File: config.mk
export PLATFORM = sky130hd
export DESIGN_NAME = regfile_write_arbiter_flat
export DESIGN_NICKNAME = d
export VERILOG_FILES = /design/src/rtl/regfile_write_arbiter_if.sv /design/src/rtl/regfile_write_arbiter.sv /design/src/flat_wrapper.sv
export SDC_FILE = /design/constraint.sdc
export NUM_CORES = 1
export LEC_CHECK = 0
export CORE_UTILIZATION = 36
export DETAILED_ROUTE_END_ITERATION = 7
export GPL_TIMING_DRIVEN = 0
export MAX_ROUTING_LAYER = met4
export PLACE_DENSITY_LB_ADDON = 0.3
export SYNTH_ARGS = -nofsm -noshare
export SYNTH_HDL_FRONTEND = slang
export SYNTH_SLANG_ARGS = --single-unit
File: constraint.sdc
create_clock -name Clk -period 1.66 [get_ports Clk]
set_input_delay 0.332 -clock Clk [delete_from_list [all_inputs] [get_ports Clk]]
set_output_delay 0.332 -clock Clk [all_outputs]
set_load 0.02 [all_outputs]
File: src/rtl/regfile_write_arbiter_if.sv
// Write-port bundle between the two writeback requesters, the arbiter and the register file.
// The arbiter takes the slave view; requesters and the regfile side take the master view.
interface regfile_write_arbiter_if #(
  parameter int ADDR_WIDTH = 5,
  parameter int DATA_WIDTH = 32
);
  logic                  A_Valid;
  logic                  A_Ready;
  logic [ADDR_WIDTH-1:0] A_Addr;
  logic [DATA_WIDTH-1:0] A_Data;
  logic                  B_Valid;
  logic                  B_Ready;
  logic [ADDR_WIDTH-1:0] B_Addr;
  logic [DATA_WIDTH-1:0] B_Data;
  logic                  RegWrite;
  logic [ADDR_WIDTH-1:0] WriteRegister;
  logic [DATA_WIDTH-1:0] WriteData;
  logic                  InitDone;

  modport slave (
    input  A_Valid, A_Addr, A_Data, B_Valid, B_Addr, B_Data,
    output A_Ready, B_Ready, RegWrite, WriteRegister, WriteData, InitDone
  );

  modport master (
    output A_Valid, A_Addr, A_Data, B_Valid, B_Addr, B_Data,
    input  A_Ready, B_Ready, RegWrite, WriteRegister, WriteData, InitDone
  );
endinterface

File: src/rtl/regfile_write_arbiter.sv
// Owns the register-file write port: init sweep after reset, then round-robin
// arbitration between requesters A and B with one registered write per cycle.
module regfile_write_arbiter #(
  parameter int                    NUM_REGS   = 32,
  parameter int                    ADDR_WIDTH = 5,
  parameter int                    DATA_WIDTH = 32,
  parameter logic [DATA_WIDTH-1:0] INIT_VALUE = {DATA_WIDTH{1'b0}}
) (
  input logic                   Clk,
  input logic                   Reset,
  regfile_write_arbiter_if.slave bus
);

  typedef enum logic [0:0] {
    ST_INIT = 1'b0,
    ST_ARB  = 1'b1
  } state_t;

  localparam logic [ADDR_WIDTH-1:0] LAST_REG  = ADDR_WIDTH'(NUM_REGS - 1);
  localparam logic [ADDR_WIDTH-1:0] FIRST_REG = ADDR_WIDTH'(1);
  localparam logic [ADDR_WIDTH-1:0] ZERO_REG  = {ADDR_WIDTH{1'b0}};

  state_t                r_state;
  logic [ADDR_WIDTH-1:0] r_cnt;
  logic                  r_ptr_b;
  logic                  r_regwrite;
  logic [ADDR_WIDTH-1:0] r_wreg;
  logic [DATA_WIDTH-1:0] r_wdata;
  logic                  r_initdone;

  logic                  w_grant_a;
  logic                  w_grant_b;
  logic                  w_xfer;
  logic [ADDR_WIDTH-1:0] w_addr;
  logic [DATA_WIDTH-1:0] w_data;

  // Grant decision; r_ptr_b names the requester that wins a contested cycle.
  always_comb begin
    w_grant_a = 1'b0;
    w_grant_b = 1'b0;
    if (!Reset && (r_state == ST_ARB)) begin
      if (bus.A_Valid && (!bus.B_Valid || !r_ptr_b)) begin
        w_grant_a = 1'b1;
      end else if (bus.B_Valid) begin
        w_grant_b = 1'b1;
      end else begin
        w_grant_a = 1'b0;
        w_grant_b = 1'b0;
      end
    end else begin
      w_grant_a = 1'b0;
      w_grant_b = 1'b0;
    end
  end

  // Select the granted requester's address and data.
  always_comb begin
    w_xfer = w_grant_a | w_grant_b;
    if (w_grant_a) begin
      w_addr = bus.A_Addr;
      w_data = bus.A_Data;
    end else begin
      w_addr = bus.B_Addr;
      w_data = bus.B_Data;
    end
  end

  assign bus.A_Ready       = w_grant_a;
  assign bus.B_Ready       = w_grant_b;
  assign bus.RegWrite      = r_regwrite;
  assign bus.WriteRegister = r_wreg;
  assign bus.WriteData     = r_wdata;
  assign bus.InitDone      = r_initdone;

  // Sweep/arbitration state machine with registered write-port outputs.
  always_ff @(posedge Clk) begin
    if (Reset) begin
      r_state    <= ST_INIT;
      r_cnt      <= FIRST_REG;
      r_ptr_b    <= 1'b0;
      r_regwrite <= 1'b0;
      r_wreg     <= ZERO_REG;
      r_wdata    <= {DATA_WIDTH{1'b0}};
      r_initdone <= 1'b0;
    end else begin
      case (r_state)
        ST_INIT: begin
          r_regwrite <= 1'b1;
          r_wreg     <= r_cnt;
          r_wdata    <= INIT_VALUE;
          if (r_cnt == LAST_REG) begin
            r_state    <= ST_ARB;
            r_initdone <= 1'b1;
          end else begin
            r_cnt <= r_cnt + FIRST_REG;
          end
        end
        ST_ARB: begin
          // Register 0 writes are accepted but never enabled toward the file.
          if (w_xfer) begin
            r_regwrite <= (w_addr != ZERO_REG);
            r_wreg     <= w_addr;
            r_wdata    <= w_data;
            r_ptr_b    <= w_grant_a;
          end else begin
            r_regwrite <= 1'b0;
          end
        end
        default: begin
          r_state    <= ST_INIT;
          r_cnt      <= FIRST_REG;
          r_regwrite <= 1'b0;
          r_initdone <= 1'b0;
        end
      endcase
    end
  end

endmodule

File: src/flat_wrapper.sv
// flat-port wrapper written by rule: the top's interface ports become plain ports
module regfile_write_arbiter_flat 
#(
  parameter int                    NUM_REGS   = 32,
  parameter int                    ADDR_WIDTH = 5,
  parameter int                    DATA_WIDTH = 32,
  parameter logic [DATA_WIDTH-1:0] INIT_VALUE = {DATA_WIDTH{1'b0}}
)
  (Clk, Reset, bus_A_Valid, bus_A_Addr, bus_A_Data, bus_B_Valid, bus_B_Addr, bus_B_Data, bus_A_Ready, bus_B_Ready, bus_RegWrite, bus_WriteRegister, bus_WriteData, bus_InitDone);
  regfile_write_arbiter_if #(.ADDR_WIDTH(ADDR_WIDTH), .DATA_WIDTH(DATA_WIDTH)) bus_i ();
  input logic Clk;
  input logic Reset;
  input wire logic [$bits(bus_i.A_Valid)-1:0] bus_A_Valid;
  input wire logic [$bits(bus_i.A_Addr)-1:0] bus_A_Addr;
  input wire logic [$bits(bus_i.A_Data)-1:0] bus_A_Data;
  input wire logic [$bits(bus_i.B_Valid)-1:0] bus_B_Valid;
  input wire logic [$bits(bus_i.B_Addr)-1:0] bus_B_Addr;
  input wire logic [$bits(bus_i.B_Data)-1:0] bus_B_Data;
  output wire logic [$bits(bus_i.A_Ready)-1:0] bus_A_Ready;
  output wire logic [$bits(bus_i.B_Ready)-1:0] bus_B_Ready;
  output wire logic [$bits(bus_i.RegWrite)-1:0] bus_RegWrite;
  output wire logic [$bits(bus_i.WriteRegister)-1:0] bus_WriteRegister;
  output wire logic [$bits(bus_i.WriteData)-1:0] bus_WriteData;
  output wire logic [$bits(bus_i.InitDone)-1:0] bus_InitDone;
  assign bus_i.A_Valid = bus_A_Valid;
  assign bus_i.A_Addr = bus_A_Addr;
  assign bus_i.A_Data = bus_A_Data;
  assign bus_i.B_Valid = bus_B_Valid;
  assign bus_i.B_Addr = bus_B_Addr;
  assign bus_i.B_Data = bus_B_Data;
  assign bus_A_Ready = bus_i.A_Ready;
  assign bus_B_Ready = bus_i.B_Ready;
  assign bus_RegWrite = bus_i.RegWrite;
  assign bus_WriteRegister = bus_i.WriteRegister;
  assign bus_WriteData = bus_i.WriteData;
  assign bus_InitDone = bus_i.InitDone;
  regfile_write_arbiter #(.NUM_REGS(NUM_REGS), .ADDR_WIDTH(ADDR_WIDTH), .DATA_WIDTH(DATA_WIDTH), .INIT_VALUE(INIT_VALUE)) u_core (.Clk(Clk), .Reset(Reset), .bus(bus_i));
endmodule
* After elaboration in Yosys (flattened, before gate mapping)
Cells that the tools add are included.
** Cells by class
- $add $sub $neg :: 1
- Eq/ne operators :: 2
- Multiplexer cells :: 15
- Bitwise operators :: 3
- Reduce and logical (&&, ||, !) cells :: 10
** Operators with widths (count)
- $mux 32 :: 2
- $pmux 32 s2 :: 1
- $mux 5 :: 2
- $pmux 5 s2 :: 1
- $mux 1 :: 8
- $reduce_and 2->1 :: 3
- $add 5x1->5 const B :: 1
- $eq 5x5->1 const B :: 1
- $reduce_bool 5->1 :: 1
- $logic_not 1->1 :: 3
- $logic_and 1x1->1 :: 2
- $ne 2x2->1 const B :: 1
- $not 1->1 :: 2
- $pmux 1 s2 :: 1
- $logic_or 1x1->1 :: 1
- $or 1x1->1 :: 1
** Storage, ports and cells
- Register bits after elaboration :: 46
- Input port bits :: 78
- Output and inout bits :: 41
- Word-level logic and storage cells :: 38

* Longest topological paths before layout
Gate-level depths: netlist of the first run.
- Word-level depth :: 9
- Gate-level depth with buffers :: 6
- Depth with buffers taken out :: 6

* Worst setup path before layout of the first run
Ideal clock, no wire load.
- Path type :: flip-flop to flip-flop
- From :: register u_core.r_cnt[0]
- To :: register u_core.r_cnt[3]
- Library setup time :: 0.071 ns
- Arrival :: 1.510 ns
- Data required time :: 1.589 ns
- Slack :: 0.079 ns
- Stages on the path, launching flop included :: 6
- Buffers on the path :: 0
- Clock period less this slack :: 1.581 ns
- Cells stage by stage :: dfxtp_1 ha_1 and3_1 ha_1 or4_1 a21oi_1
** On the way
- Cells in the longest elaborated chain, start to end :: 3
- Elaborated cells on any way between the ends :: 4
- Classes of those cells :: 1 x add/sub; 1 x eq/ne; 1 x bitwise; 1 x reduce/logical
** Ends and longest elaborated chain
- start: declaration :: RTL line regfile_write_arbiter.sv:24 : logic [ADDR_WIDTH-1:0] r_cnt;
- start signal: assignment :: RTL line regfile_write_arbiter.sv:95 : r_cnt <= r_cnt + FIRST_REG;
- branches (longest 3 deep; another with $add 5x1->5)
Several ways; the timed one is not identified.
A chain may end at the register's enable or synchronous reset.

* Final worst setup path of the first run
- From :: input port bus_B_Addr[2]
- To :: register u_core.r_regwrite (netlist: u_core.bus.RegWrite)
** On the way
- Cells in the longest elaborated chain, start to end :: 4
** Ends and longest elaborated chain
- start: declaration :: RTL line flat_wrapper.sv:17 : input wire logic [$bits(bus_i.B_Addr)-1:0] bus_B_Addr;
- $mux 5 :: RTL line regfile_write_arbiter.sv:59 : if (w_grant_a) begin
- $reduce_bool 5->1 :: RTL line regfile_write_arbiter.sv:101 : r_regwrite <= (w_addr != ZERO_REG);
- $mux 1 :: RTL line regfile_write_arbiter.sv:100 : if (w_xfer) begin
- $pmux 1 s2 :: RTL line regfile_write_arbiter.sv:86 : case (r_state)
- end signal: assignment :: RTL line regfile_write_arbiter.sv:101
- end: declaration :: RTL line regfile_write_arbiter.sv:26 : logic r_regwrite;
Every way passes these cells.

==> qor.log, run 1 <==
[run_status] result of the run complete, no violations
[pwr] cell-internal power 1709 uW
[placement] setup slack after placement -0.9698 ns
[synth] top post-synthesis cells by area sky130_fd_sc_hd__dfxtp_1 (39%), sky130_fd_sc_hd__mux2i_1 (15%), sky130_fd_sc_hd__a22o_1 (12%), sky130_fd_sc_hd__nand3_1 (6.9%), sky130_fd_sc_hd__o21ai_0 (6.7%)
[pwr] peak supply drop 0.4085 mV
[setup_path] maximum net fanout on the critical path 2
[detailed_routing] DRC marker count from the first detailed-route iteration 104
[synth] top cells by count, synth sky130_fd_sc_hd__dfxtp_1 (46), sky130_fd_sc_hd__mux2i_1 (35), sky130_fd_sc_hd__nand3_1 (33)
[synth] library cell with the highest instance count after synthesis sky130_fd_sc_hd__dfxtp_1
[clock_network] clock-pin transition on the worst setup and hold timing paths 0.09 ns
[detailed_routing] total vias in the final route 2,535
[clock_network] Clk Tree Root Cell sky130_fd_sc_hd__clkbuf_8
[detailed_routing] average wire per standard cell 15.95 um
[synth] synthesized cell area 0.002390 mm^2
[synth] mux cell area share after synthesis 15.13%
[synth] combinational family with the most area after synthesis compound AO/OA/AOI/OAI gates
[global_routing] global-route met3 utilization 3.956%
[sta] total of endpoints with negative setup slack in the final report 0
[sta] number of max-slew violations in the final report 0
[pwr] power share of the clock group 31.3%
[hold_path] min-delay src u_core.bus.InitDone$_SDFFE_PP0P_
[sta] worst hold margin 0.4889 ns
[global_routing] global-route met1 utilization 28.85%
[clock_network] hold-fix buffer count after cts 0
[hold_path] path class of the lowest-slack min-delay path register to register
[pwr] Gate power share 18.4%
[global_routing] vias in the first global route 2,567
[final_layout] area overhead of the layout relative to synthesis 61.10%
[synth] number of unique standard cell types used by synthesis 37
[global_routing] busiest layer in global routing met2
[floorplan] Chip Height 83.48 um
[final_layout] nets@finish 471
[floorplan] floorplan die width 83.48 um
[synth] area fraction in compound gates after synthesis 24.76%
[detailed_routing] DRC errors left 0
[setup_path] cell count of the worst reg-to-reg path 5
[pwr] switching power summed over all nets 547.7 uW
[global_routing] number of antenna violations at the first check in global routing 0
[final_layout] Fillers 598
[synth] instance count of the mapped netlist 263
[placement] standard cell area after detailed placement 0.003657 mm^2
[setup_path] Worst Path Class, Setup primary input to register
[clock_network] total number of H-tree levels 2
[setup_path] reg-to-reg slack, setup 0.07 ns
[sta] final clock period utilization by the worst path 98.31%
[pwr] Seq pwr share 50.3%
[floorplan] starting density of the core 37.42%
[global_routing] global router's overall resource usage 22.53%
[floorplan] area of the die 0.006968 mm^2
[floorplan] placeable core region 0.006386 mm^2
[sta] Final Hold Violating Endpoints 0
[setup_path] Req. time, crit path 1.85 ns
[synth] Mapped Avg Cell Area 9.087 um^2
[sta] Max Clock Freq 612.7 MHz
[floorplan] placement row count 29
[sta] setup slack of the critical path after layout 0.02800 ns
[synth] area fraction in and, or, nand and nor cells after synthesis 13.66%
[pwr] net switching fraction of the power 24.27%
[clock_network] clock tree from TritonCTS yes
[setup_path] crit path DAT 1.82 ns
[placement] Placer Congestion 0.8374
[sta] Worst slew margin 67.29%
[clock_network] number of buffers created by CTS 5
[synth] post-synth top area cell sky130_fd_sc_hd__dfxtp_1
[detailed_routing] number of iterations in the first detailed-routing pass 4
[global_routing] global-route wire length before repair 12,520 um
[sta] measured slew at the worst slew-check pin 0.4907 ns
[pwr] cell area power density 586.3 mW/mm^2
[final_layout] Ant. Diodes 0
[global_routing] met2 demand-to-capacity share in global routing 37.85%
[synth] adder and majority cell fraction of the synthesized area 1.047%
[setup_path] Worst Setup Start Kind primary input
[synth] portion of the post-synthesis area used by sequential elements 38.53%
[clock_network] Clock Latency Late Sink 0.29 ns
[sta] setup clock skew after layout 0.005765 ns
[final_layout] share of cells above drive strength 1 9.439%
[placement] number of port buffers 117
[pwr] Leakage Power 0.001457 uW
[final_layout] final instance area 0.003850 mm^2
[job] number of violations of the max-capacitance limit 0
[sta] Final Critical Period 1.632 ns
[global_routing] maximum number of pins on one net before global-route repair 16
[placement] HPWL Detailed 5327 um
[pwr] Design Power 2257 uW
[floorplan] ports placed on the boundary 119
[synth] XOR/XNOR Fraction of Synth Area 0.7330%
[synth] area share of the largest cell type after synthesis 38.53%
[synth] Synthesized Nets 343
[detailed_routing] wirelength, routed 7481 um
[detailed_routing] via count normalized by instance count 5.405
[setup_path] launch point of the critical path bus_B_Addr[2]
[synth] synthesized flop and latch total 46
[clock_network] clk buf depth 2
[synth] synth warn 0
[setup_path] beginning of the worst register-to-register path u_core.r_cnt[0]$_SDFFE_PP1P_
[sta] total negative slack 0 ns
[synth] async set-or-reset flop fraction in the synthesized netlist 0%
[synth] leading register cell type out of synthesis sky130_fd_sc_hd__dfxtp_1
[setup_path] Setup crit end u_core.bus.RegWrite$_SDFF_PP0_
[global_routing] sum of overflow across all layers after global routing 0
[synth] Post-synth EDFFs 0
[detailed_routing] count of antenna-violating nets left after detailed routing 0
[clock_network] clock tree sinks 46
[setup_path] type of destination of the critical path register
[setup_path] RR Endpoint u_core.r_cnt[3]$_SDFFE_PP0P_
[sequential cells by signal, summed over array words and instances (netlist names)]
| name | count |
|---|---|
| u_core.bus.InitDone | 1 |
| u_core.bus.RegWrite | 1 |
| u_core.bus.WriteData | 32 |
| u_core.bus.WriteRegister | 5 |
| u_core.r_cnt | 5 |
| u_core.r_ptr_b | 1 |
| u_core.r_state | 1 |
[metal layers]
layer  routed length, um  part of all wire, %
met2                3746                   50
met1                3334                   45
met3                 381                  5.1
met4                  19                 0.25
met5                   0                    0
[stage by stage]
| stage | util (%) | std cells |
|---|---|---|
| finish | 60.29 | 469 |
| global route | 60.29 | 469 |
| CTS | 59.54 | 467 |
| detailed placement | 57.27 | 457 |
| global placement | 57.27 | 457 |
| floorplan | - | 263 |
[final cells by class]
cell class              instances  area [um^2]  share of cell area, %
multi-input cells             189         1364                  35.42
repair buffers                122         1214                  31.52
flip-flops and latches         46        924.6                  24.02
plain buffers                  26        156.4                  4.062
well taps                      77        96.34                  2.502
clock buffers                   7        86.33                  2.242
clock inverters                 1        5.005                 0.1300
inverters                       1        3.754                0.09750
[power groups by stage]
stage,sequential (uW),combinational [uW],clock (uW)
CTS,1130,414,741
global placement,1160,398,0
floorplan,1170,146,0
global route,1140,445,779
finish,1140,415,707
detailed placement,1160,403,0
[critical path, cell delays in order]
cell	delay (ns)
sky130_fd_sc_hd__clkdlybuf4s50_1	0.43
sky130_fd_sc_hd__or4_1	0.54
sky130_fd_sc_hd__or3_1	0.31
sky130_fd_sc_hd__o211a_1	0.21
[cell families after synthesis]
| kind of cell | Yosys count |
|---|---|
| AOI/OAI and AO/OA | 86 |
| xor gates and xnor gates | 2 |
| adders and majority gates | 2 |
| buffers and inverters | 28 |
| DFF | 46 |
| muxes | 36 |
| and+or+nand+nor | 63 |
[what timing repair did]
item / CTS / global route
resized for setup: 28 / 9
endpoints found under the setup margin: 32 / 5
pin swaps: 2 / 2
buffers inserted: 3 / 2
[cells in the final DEF, fill, tap and decap left out, types with 2 or more instances in the layout]
master and count:
sky130_fd_sc_hd__buf_4 6, sky130_fd_sc_hd__nor3_1 3, sky130_fd_sc_hd__xnor2_1 2, sky130_fd_sc_hd__a21oi_1 6, sky130_fd_sc_hd__nand2b_1 2, sky130_fd_sc_hd__nand2_1 3, sky130_fd_sc_hd__o21ai_0 32, sky130_fd_sc_hd__mux2i_1 35
sky130_fd_sc_hd__clkbuf_8 6, sky130_fd_sc_hd__buf_2 5, sky130_fd_sc_hd__or4_1 2, sky130_fd_sc_hd__o21ai_1 3, sky130_fd_sc_hd__nor2b_1 4, sky130_fd_sc_hd__a31oi_1 3, sky130_fd_sc_hd__buf_6 9, sky130_fd_sc_hd__a22o_1 32
sky130_fd_sc_hd__clkdlybuf4s50_1 113, sky130_fd_sc_hd__nor2_1 7, sky130_fd_sc_hd__nand3_1 33, sky130_fd_sc_hd__clkbuf_1 13, sky130_fd_sc_hd__o22ai_1 3, sky130_fd_sc_hd__dfxtp_2 3, sky130_fd_sc_hd__dfxtp_1 43
[worst min-delay path by stage]
stage	endpoint	slack (ns)	cells past startpoint
floorplan	u_core.r_cnt[0]$_SDFFE_PP1P_	0.43	1
global placement	u_core.bus.InitDone$_SDFFE_PP0P_	0.47	2
detailed placement	u_core.bus.InitDone$_SDFFE_PP0P_	0.46	2
CTS	u_core.bus.InitDone$_SDFFE_PP0P_	0.50	2
global route	u_core.r_cnt[0]$_SDFFE_PP1P_	0.54	2
finish	u_core.bus.InitDone$_SDFFE_PP0P_	0.49	2
No activity file was read; power rests on OpenSTA's default activity.
==> run 2, diff against run 1 <==
CORE_ASPECT_RATIO = 1.1   (was not set)
==> run 2 against run 1 <==
Net effect: sequential power is essentially flat; clock-buffer cell count shrank 2; final cell count grew 0.85%; sequential share of layout area shrank 0.056 points; critical path depth grew 1; non-clock buffer count grew 2; via count grew 0.16%; fmax grew 0.29%; largest cell class unchanged; combinational power is essentially flat; largest power group unchanged.
==> qor.log, run 2 (synthesis gave the netlist of run 1 again) <==
[run_status] result of the run complete, no violations
[sta] Max Clock Freq 614.5 MHz [+0.29%]
[clock_network] Clock Latency Late Sink 0.31 ns [+0.02 ns]
[sta] Worst slew margin 68.34% [+1.1 points]
[global_routing] number of antenna violations at the first check in global routing 0 [unchanged]
[detailed_routing] number of iterations in the first detailed-routing pass 4 [unchanged]
[setup_path] crit path DAT 1.87 ns [+0.05 ns]
[floorplan] placement row count 30 [+3.4%]
[setup_path] Worst Setup Start Kind register
[setup_path] Worst Path Class, Setup register to register
[setup_path] Req. time, crit path 1.90 ns [+0.05 ns]
[setup_path] type of destination of the critical path register
[final_layout] highest-count cells in the layout ignoring fill and taps sky130_fd_sc_hd__clkdlybuf4s50_1 (113), sky130_fd_sc_hd__dfxtp_1 (44), sky130_fd_sc_hd__mux2i_1 (35)
[detailed_routing] total vias in the final route 2,539 [+0.16%]
[placement] setup slack after placement -0.9525 ns [+0.01733 ns]
[clock_network] clk buf depth 2 [unchanged]
[floorplan] floorplan die width 79.69 um [-4.5%]
[pwr] cell area power density 574.0 mW/mm^2 [-2.1%]
[sta] Final Hold Violating Endpoints 0 [unchanged]
[global_routing] global-route wire length before repair 11,610 um [-7.2%]
[floorplan] placeable core region 0.006306 mm^2 [-1.3%]
[floorplan] area of the die 0.006968 mm^2 [about the same]
[floorplan] Chip Height 87.45 um [+4.8%]
[final_layout] share of cells above drive strength 1 9.415% [-0.024 points]
[global_routing] vias in the first global route 2,472 [-3.7%]
[final_layout] number of flip-flops in the largest register 32 [unchanged]
[clock_network] clock tree sinks 46 [unchanged]
[clock_network] clock tree from TritonCTS yes
[sta] worst hold margin 0.4891 ns [+0.0001550 ns]
[hold_path] cell depth of the worst hold path 2 [unchanged]
[floorplan] ports placed on the boundary 119 [unchanged]
[floorplan] starting density of the core 37.90% [+0.48 points]
[final_layout] multi-input gate area in the final layout 0.001364 mm^2 [unchanged]
[final_layout] Ant. Diodes 0 [unchanged]
[clock_network] clock-pin transition on the worst setup and hold timing paths 0.09 ns [about the same]
[clock_network] total number of H-tree levels 2 [unchanged]
[sta] number of max-slew violations in the final report 0 [unchanged]
[sta] final clock period utilization by the worst path 98.03% [-0.28 points]
[placement] HPWL Detailed 5317 um [-0.18%]
[final_layout] most frequent standard cell in the layout excluding fill and tap cells sky130_fd_sc_hd__clkdlybuf4s50_1
[global_routing] global router's overall resource usage 21.92% [-0.61 points]
[setup_path] cell count of the worst reg-to-reg path 5 [unchanged]
[detailed_routing] DRC errors left 0 [unchanged]
[detailed_routing] via count normalized by instance count 5.368 [-0.69%]
[sta] Final Critical Period 1.627 ns [-0.004646 ns]
[sta] setup clock skew after layout 0.01270 ns [+0.006933 ns]
[placement] number of port buffers 117 [unchanged]
[final_layout] nets@finish 473 [+0.42%]
[pwr] Leakage Power 0.001467 uW [+0.66%]
[detailed_routing] average wire per standard cell 15.79 um [-0.99%]
[final_layout] Post-Route Utilization 61.11% [+0.82 points]
[clock_network] Clk Tree Root Cell sky130_fd_sc_hd__clkbuf_8
[hold_path] path class of the lowest-slack min-delay path register to register
[pwr] peak supply drop 0.3524 mV [-14%]
[clock_network] hold-fix buffer count after cts 0 [unchanged]
[detailed_routing] wirelength, routed 7470 um [-0.15%]
[final_layout] Fillers 587 [-1.8%]
[sta] setup slack of the critical path after layout 0.03265 ns [+0.004646 ns]
[sta] total of endpoints with negative setup slack in the final report 0 [unchanged]
[placement] Placer Congestion 0.8059 [-3.8%]
[final_layout] FF/Latch Area 923.4 um^2 [-0.14%]
[setup_path] maximum net fanout on the critical path 7 [+5]
[final_layout] area overhead of the layout relative to synthesis 61.26% [about the same]
[global_routing] sum of overflow across all layers after global routing 0 [unchanged]
[job] number of violations of the max-capacitance limit 0 [unchanged]
[sta] measured slew at the worst slew-check pin 0.4749 ns [-0.01575 ns]
[detailed_routing] count of antenna-violating nets left after detailed routing 0 [unchanged]
[global_routing] maximum number of pins on one net before global-route repair 16 [unchanged]
[detailed_routing] DRC marker count from the first detailed-route iteration 148 [+42%]
[clock_network] number of buffers created by CTS 5 [unchanged]
[run 2: changes by cell type in the layout (fill, tap and decap cells not counted), sizes merged]
cell / change
dlygate4sd2: +1
clkinv: +1
clkdlybuf4s15: -1
clkbuf: -2
buf: +2
[run 2: repair_timing]
action                                  in CTS  in global routing
buffers inserted                             3                  4
endpoints found under the setup margin      13                  3
gates resized for setup                     25                 11
gates cloned                                 0                  0
[run 2: layout make-up]
class	count	area share, %
Buffer	26	4.058
Clock buffer	5	1.786
Clock inverter	2	0.2597
Inverter	1	0.09740
Multi-Input combinational cell	189	35.39
Sequential cell	46	23.96
Tap cell	80	2.597
Timing Repair Buffer	124	31.85
[run 2: worst paths after layout]
| path | startpoint | to | slack (ns) |
|---|---|---|---|
| worst min register to register | u_core.bus.InitDone$_SDFFE_PP0P_ | u_core.bus.InitDone$_SDFFE_PP0P_ | 0.49 |
| worst min-delay path | u_core.bus.InitDone$_SDFFE_PP0P_ | u_core.bus.InitDone$_SDFFE_PP0P_ | 0.49 |
| worst max register to register | u_core.r_cnt[0]$_SDFFE_PP1P_ | u_core.r_cnt[3]$_SDFFE_PP0P_ | 0.03 |
| worst max-delay path | u_core.r_cnt[0]$_SDFFE_PP1P_ | u_core.r_cnt[3]$_SDFFE_PP0P_ | 0.03 |
[run 2: power by group]
part           switching [uW]  internal [uW]  total (uW)
Clock                     381            283         664
Combinational             162            251         413
Sequential               14.4           1120        1130
[run 2: routing by layer]
| metal | track usage, % | wire length [um] |
|---|---|---|
| met3 | 4.921 | 582 |
| met5 | - | 0 |
| met1 | 26.32 | 3203 |
| met2 | 36.99 | 3593 |
| met4 | 5.289 | 91 |
[run 2: worst max-delay path, cell delays in order (launching register included)]
cell                      delay [ns]
sky130_fd_sc_hd__dfxtp_2        0.35
sky130_fd_sc_hd__ha_1           0.20
sky130_fd_sc_hd__and3_1         0.21
sky130_fd_sc_hd__ha_4           0.19
sky130_fd_sc_hd__or4_1          0.47
sky130_fd_sc_hd__a21oi_1        0.15
[run 2: metrics by stage]
stage / TNS, ns / cell area (um^2) / power (uW) / instances
after floorplan: 0 / 2390 / 1312 / 263
after global placement: -12.30 / 3661 / 1557 / 460
after detailed placement: -12.66 / 3661 / 1562 / 460
after CTS: 0 / 3781 / 2230 / 469
after global routing: -0.01134 / 3854 / 2301 / 473
final: 0 / 3854 / 2212 / 473
==> run 3, diff against run 2 <==
--- a/config.mk
+++ b/config.mk
@@ -8,6 +8,8 @@
 export CORE_ASPECT_RATIO = 1.1
 export CORE_UTILIZATION = 36
+export CTS_CLUSTER_DIAMETER = 200
 export DETAILED_ROUTE_END_ITERATION = 7
 export GPL_TIMING_DRIVEN = 0
+export HOLD_SLACK_MARGIN = 0.05
 export MAX_ROUTING_LAYER = met4
 export PLACE_DENSITY_LB_ADDON = 0.3
==> constraint.sdc (replaced) <==
create_clock -name Clk -period 1.66 [get_ports Clk]
set_input_delay 0.166 -clock Clk [delete_from_list [all_inputs] [get_ports Clk]]
set_output_delay 0.166 -clock Clk [all_outputs]
set_load 0.02 [all_outputs]
==> run 3 against run 2 <==
Net effect: hold slack got worse by 0.15 ns; clock power barely moved; critical path depth did not move; die area did not move; clock skew fell by 0.00074 ns; cell area fell by 2.3%; sequential cell count did not move; utilization fell by 1.4 points; largest cell class is now multi-input combinational cells.
==> qor.log, run 3 (synthesis gave the netlist of run 1 again) <==
[run_status] result of the run complete, no violations
[detailed_routing] via count normalized by instance count 5.410 [+0.79%]
[setup_path] beginning of the worst register-to-register path u_core.r_cnt[0]$_SDFFE_PP1P_
[final_layout] area overhead of the layout relative to synthesis 57.49%
[setup_path] RR Endpoint u_core.r_cnt[3]$_SDFFE_PP0P_
[detailed_routing] number of iterations in the first detailed-routing pass 4 [unchanged]
[sta] Final Critical Period 1.609 ns [-0.01838 ns]
[detailed_routing] total vias in the final route 2,532 [-0.28%]
[global_routing] maximum number of pins on one net before global-route repair 17 [+1]
[global_routing] global-route wire length before repair 11,560 um [-0.47%]
[final_layout] Ant. Diodes 0 [unchanged]
[clock_network] clk buf depth 2 [unchanged]
[detailed_routing] average wire per standard cell 15.75 um [-0.30%]
[global_routing] vias in the first global route 2,481 [+0.36%]
[placement] number of port buffers 117 [unchanged]
[global_routing] sum of overflow across all layers after global routing 0 [unchanged]
[hold_path] min-delay src Reset
[setup_path] ordered cell list for the critical path ha_1 -> and3_1 -> ha_4 -> or4_1 -> a21oi_1
[sta] Worst slew margin 67.04% [-1.3 points]
[floorplan] area of the die 0.006968 mm^2 [unchanged]
[pwr] Leakage Power 0.001426 uW [-2.8%]
[sta] Final Hold Violating Endpoints 0 [unchanged]
[final_layout] most frequent standard cell in the layout excluding fill and tap cells sky130_fd_sc_hd__clkdlybuf4s50_1
[sta] number of max-slew violations in the final report 0 [unchanged]
[placement] setup slack after placement -0.6205 ns [+0.3320 ns]
[setup_path] Worst Setup Start Kind register
[clock_network] Clock Latency Late Sink 0.31 ns [about the same]
[hold_path] sink of the worst hold path u_core.r_cnt[0]$_SDFFE_PP1P_
[clock_network] number of buffers created by CTS 5 [unchanged]
[clock_network] total number of H-tree levels 2 [unchanged]
[global_routing] global router's overall resource usage 21.74% [-0.18 points]
[sta] worst hold margin 0.3387 ns [-0.1504 ns]
[detailed_routing] DRC marker count from the first detailed-route iteration 117 [-21%]
[floorplan] starting density of the core 37.90% [unchanged]
[sta] Max Clock Freq 621.5 MHz [+1.1%]
[sta] final clock period utilization by the worst path 96.93% [-1.1 points]
[global_routing] number of antenna violations at the first check in global routing 0 [unchanged]
[job] number of violations of the max-capacitance limit 0 [unchanged]
[floorplan] ports placed on the boundary 119 [unchanged]
[setup_path] crit path DAT 1.85 ns [-0.02 ns]
[floorplan] Chip Height 87.45 um [unchanged]
[hold_path] path class of the lowest-slack min-delay path primary input to register
[sta] total of endpoints with negative setup slack in the final report 0 [unchanged]
[pwr] peak supply drop 0.3513 mV [-0.31%]
[final_layout] share of cells above drive strength 1 7.474% [-1.9 points]
[final_layout] highest-count cells in the layout ignoring fill and taps sky130_fd_sc_hd__clkdlybuf4s50_1 (114), sky130_fd_sc_hd__dfxtp_1 (44), sky130_fd_sc_hd__mux2i_1 (35)
[detailed_routing] count of antenna-violating nets left after detailed routing 0 [unchanged]
[sta] setup repair after global routing missed its margin no
[setup_path] maximum net fanout on the critical path 7 [unchanged]
[sta] setup clock skew after layout 0.01196 ns [-0.0007373 ns]
[placement] Placer Congestion 0.8059 [unchanged]
[clock_network] hold-fix buffer count after cts 0 [unchanged]
[floorplan] placement row count 30 [unchanged]
[hold_path] cell depth of the worst hold path 2 [unchanged]
[sta] setup slack of the critical path after layout 0.05103 ns [+0.01838 ns]
[pwr] cell area power density 586.3 mW/mm^2 [+2.1%]
[floorplan] placeable core region 0.006306 mm^2 [unchanged]
[setup_path] type of destination of the critical path register
[clock_network] clock tree from TritonCTS yes
[detailed_routing] wirelength, routed 7369 um [-1.4%]
[setup_path] slowest stage delay, CP 0.46 ns [about the same]
[final_layout] nets@finish 468 [-1.1%]
[placement] HPWL Detailed 5317 um [unchanged]
[final_layout] number of flip-flops in the largest register 32 [unchanged]
[sta] measured slew at the worst slew-check pin 0.4943 ns [+0.01941 ns]
[final_layout] final instance area 0.003764 mm^2 [-2.3%]
[placement] standard cell area after detailed placement 0.003661 mm^2 [unchanged]
[detailed_routing] DRC errors left 0 [unchanged]
[final_layout] Fillers 591 [+0.68%]
[floorplan] floorplan die width 79.69 um [unchanged]
[setup_path] standard cell with the maximum stage delay on the critical path sky130_fd_sc_hd__or4_1
[clock_network] Clk Tree Root Cell sky130_fd_sc_hd__clkbuf_8
[setup_path] Req. time, crit path 1.90 ns [about the same]
[setup_path] Worst Path Class, Setup register to register
[clock_network] clock tree sinks 46 [unchanged]
[clock_network] clock-pin transition on the worst setup and hold timing paths 0.09 ns [about the same]
[setup_path] cell count of the worst reg-to-reg path 5 [unchanged]
[setup_path] reg-to-reg slack, setup 0.05 ns [+0.02 ns]
run 3: critical path: cells and delay by family, from the launching register on:
| family | cells | cell delay (ns) |
|---|---|---|
| flops | 1 | 0.35 |
| fa+ha+maj | 2 | 0.39 |
| compound gates | 1 | 0.14 |
| simple gates | 2 | 0.67 |
run 3: timing repair:
action | CTS | global route
endpoints found under the setup margin | 3 | 3
gates resized for setup | 14 | 6
setup buffers | 2 | 0
pin swaps | 1 | 0
run 3: layout make-up:
| type | instances | area [um^2] | share of cell area (%) |
|---|---|---|---|
| Inverter | 1 | 3.754 | 0.09973 |
| Clock buffer | 5 | 68.82 | 1.828 |
| Multi-Input combinational cell | 189 | 1338 | 35.54 |
| Buffer | 26 | 142.6 | 3.790 |
| Clock inverter | 2 | 10.01 | 0.2660 |
| Sequential cell | 46 | 923.4 | 24.53 |
| Timing Repair Buffer | 119 | 1177 | 31.28 |
| Tap cell | 80 | 100.1 | 2.660 |
run 3: where the power goes:
part	switching [uW]	internal [uW]	leakage [uW]
clock network	382	283	0.0000438
registers	14.4	1120	0.000373
logic	158	248	0.00101
total	554	1650	0.00143
run 3: per-layer routing:
| layer | track usage [%] | wire [um] | vias to the layer above |
|---|---|---|---|
| met5 | - | 0 | - |
| met4 | 5.289 | 87 | 0 |
| met3 | 4.921 | 543 | 8 |
| met2 | 36.52 | 3520 | 98 |
| met1 | 26.20 | 3218 | 1187 |
| li1 | - | - | 1239 |
run 3: metrics by stage:
step / cells / utilization [%] / setup TNS, ns / total power (uW)
after global placement: 460 / 58.06 / -5.650 / 1557
after floorplan: 263 / - / 0 / 1312
after CTS: 468 / 59.48 / 0 / 2226
after detailed placement: 460 / 58.06 / -5.787 / 1562
after global routing: 468 / 59.68 / 0 / 2294
final: 468 / 59.68 / 0 / 2207
run 3: how the worst max path moves through the flow:
| stage | from | endpoint | cells past startpoint |
|---|---|---|---|
| after detailed placement | Reset | bus_A_Ready | 7 |
| after CTS | u_core.r_ptr_b$_SDFFE_PP0P_ | bus_B_Ready | 5 |
| after global placement | Reset | bus_A_Ready | 7 |
| final | u_core.r_cnt[0]$_SDFFE_PP1P_ | u_core.r_cnt[3]$_SDFFE_PP0P_ | 5 |
| after global routing | u_core.r_cnt[0]$_SDFFE_PP1P_ | u_core.r_cnt[3]$_SDFFE_PP0P_ | 5 |
| after floorplan | u_core.r_cnt[0]$_SDFFE_PP1P_ | u_core.r_cnt[3]$_SDFFE_PP0P_ | 5 |
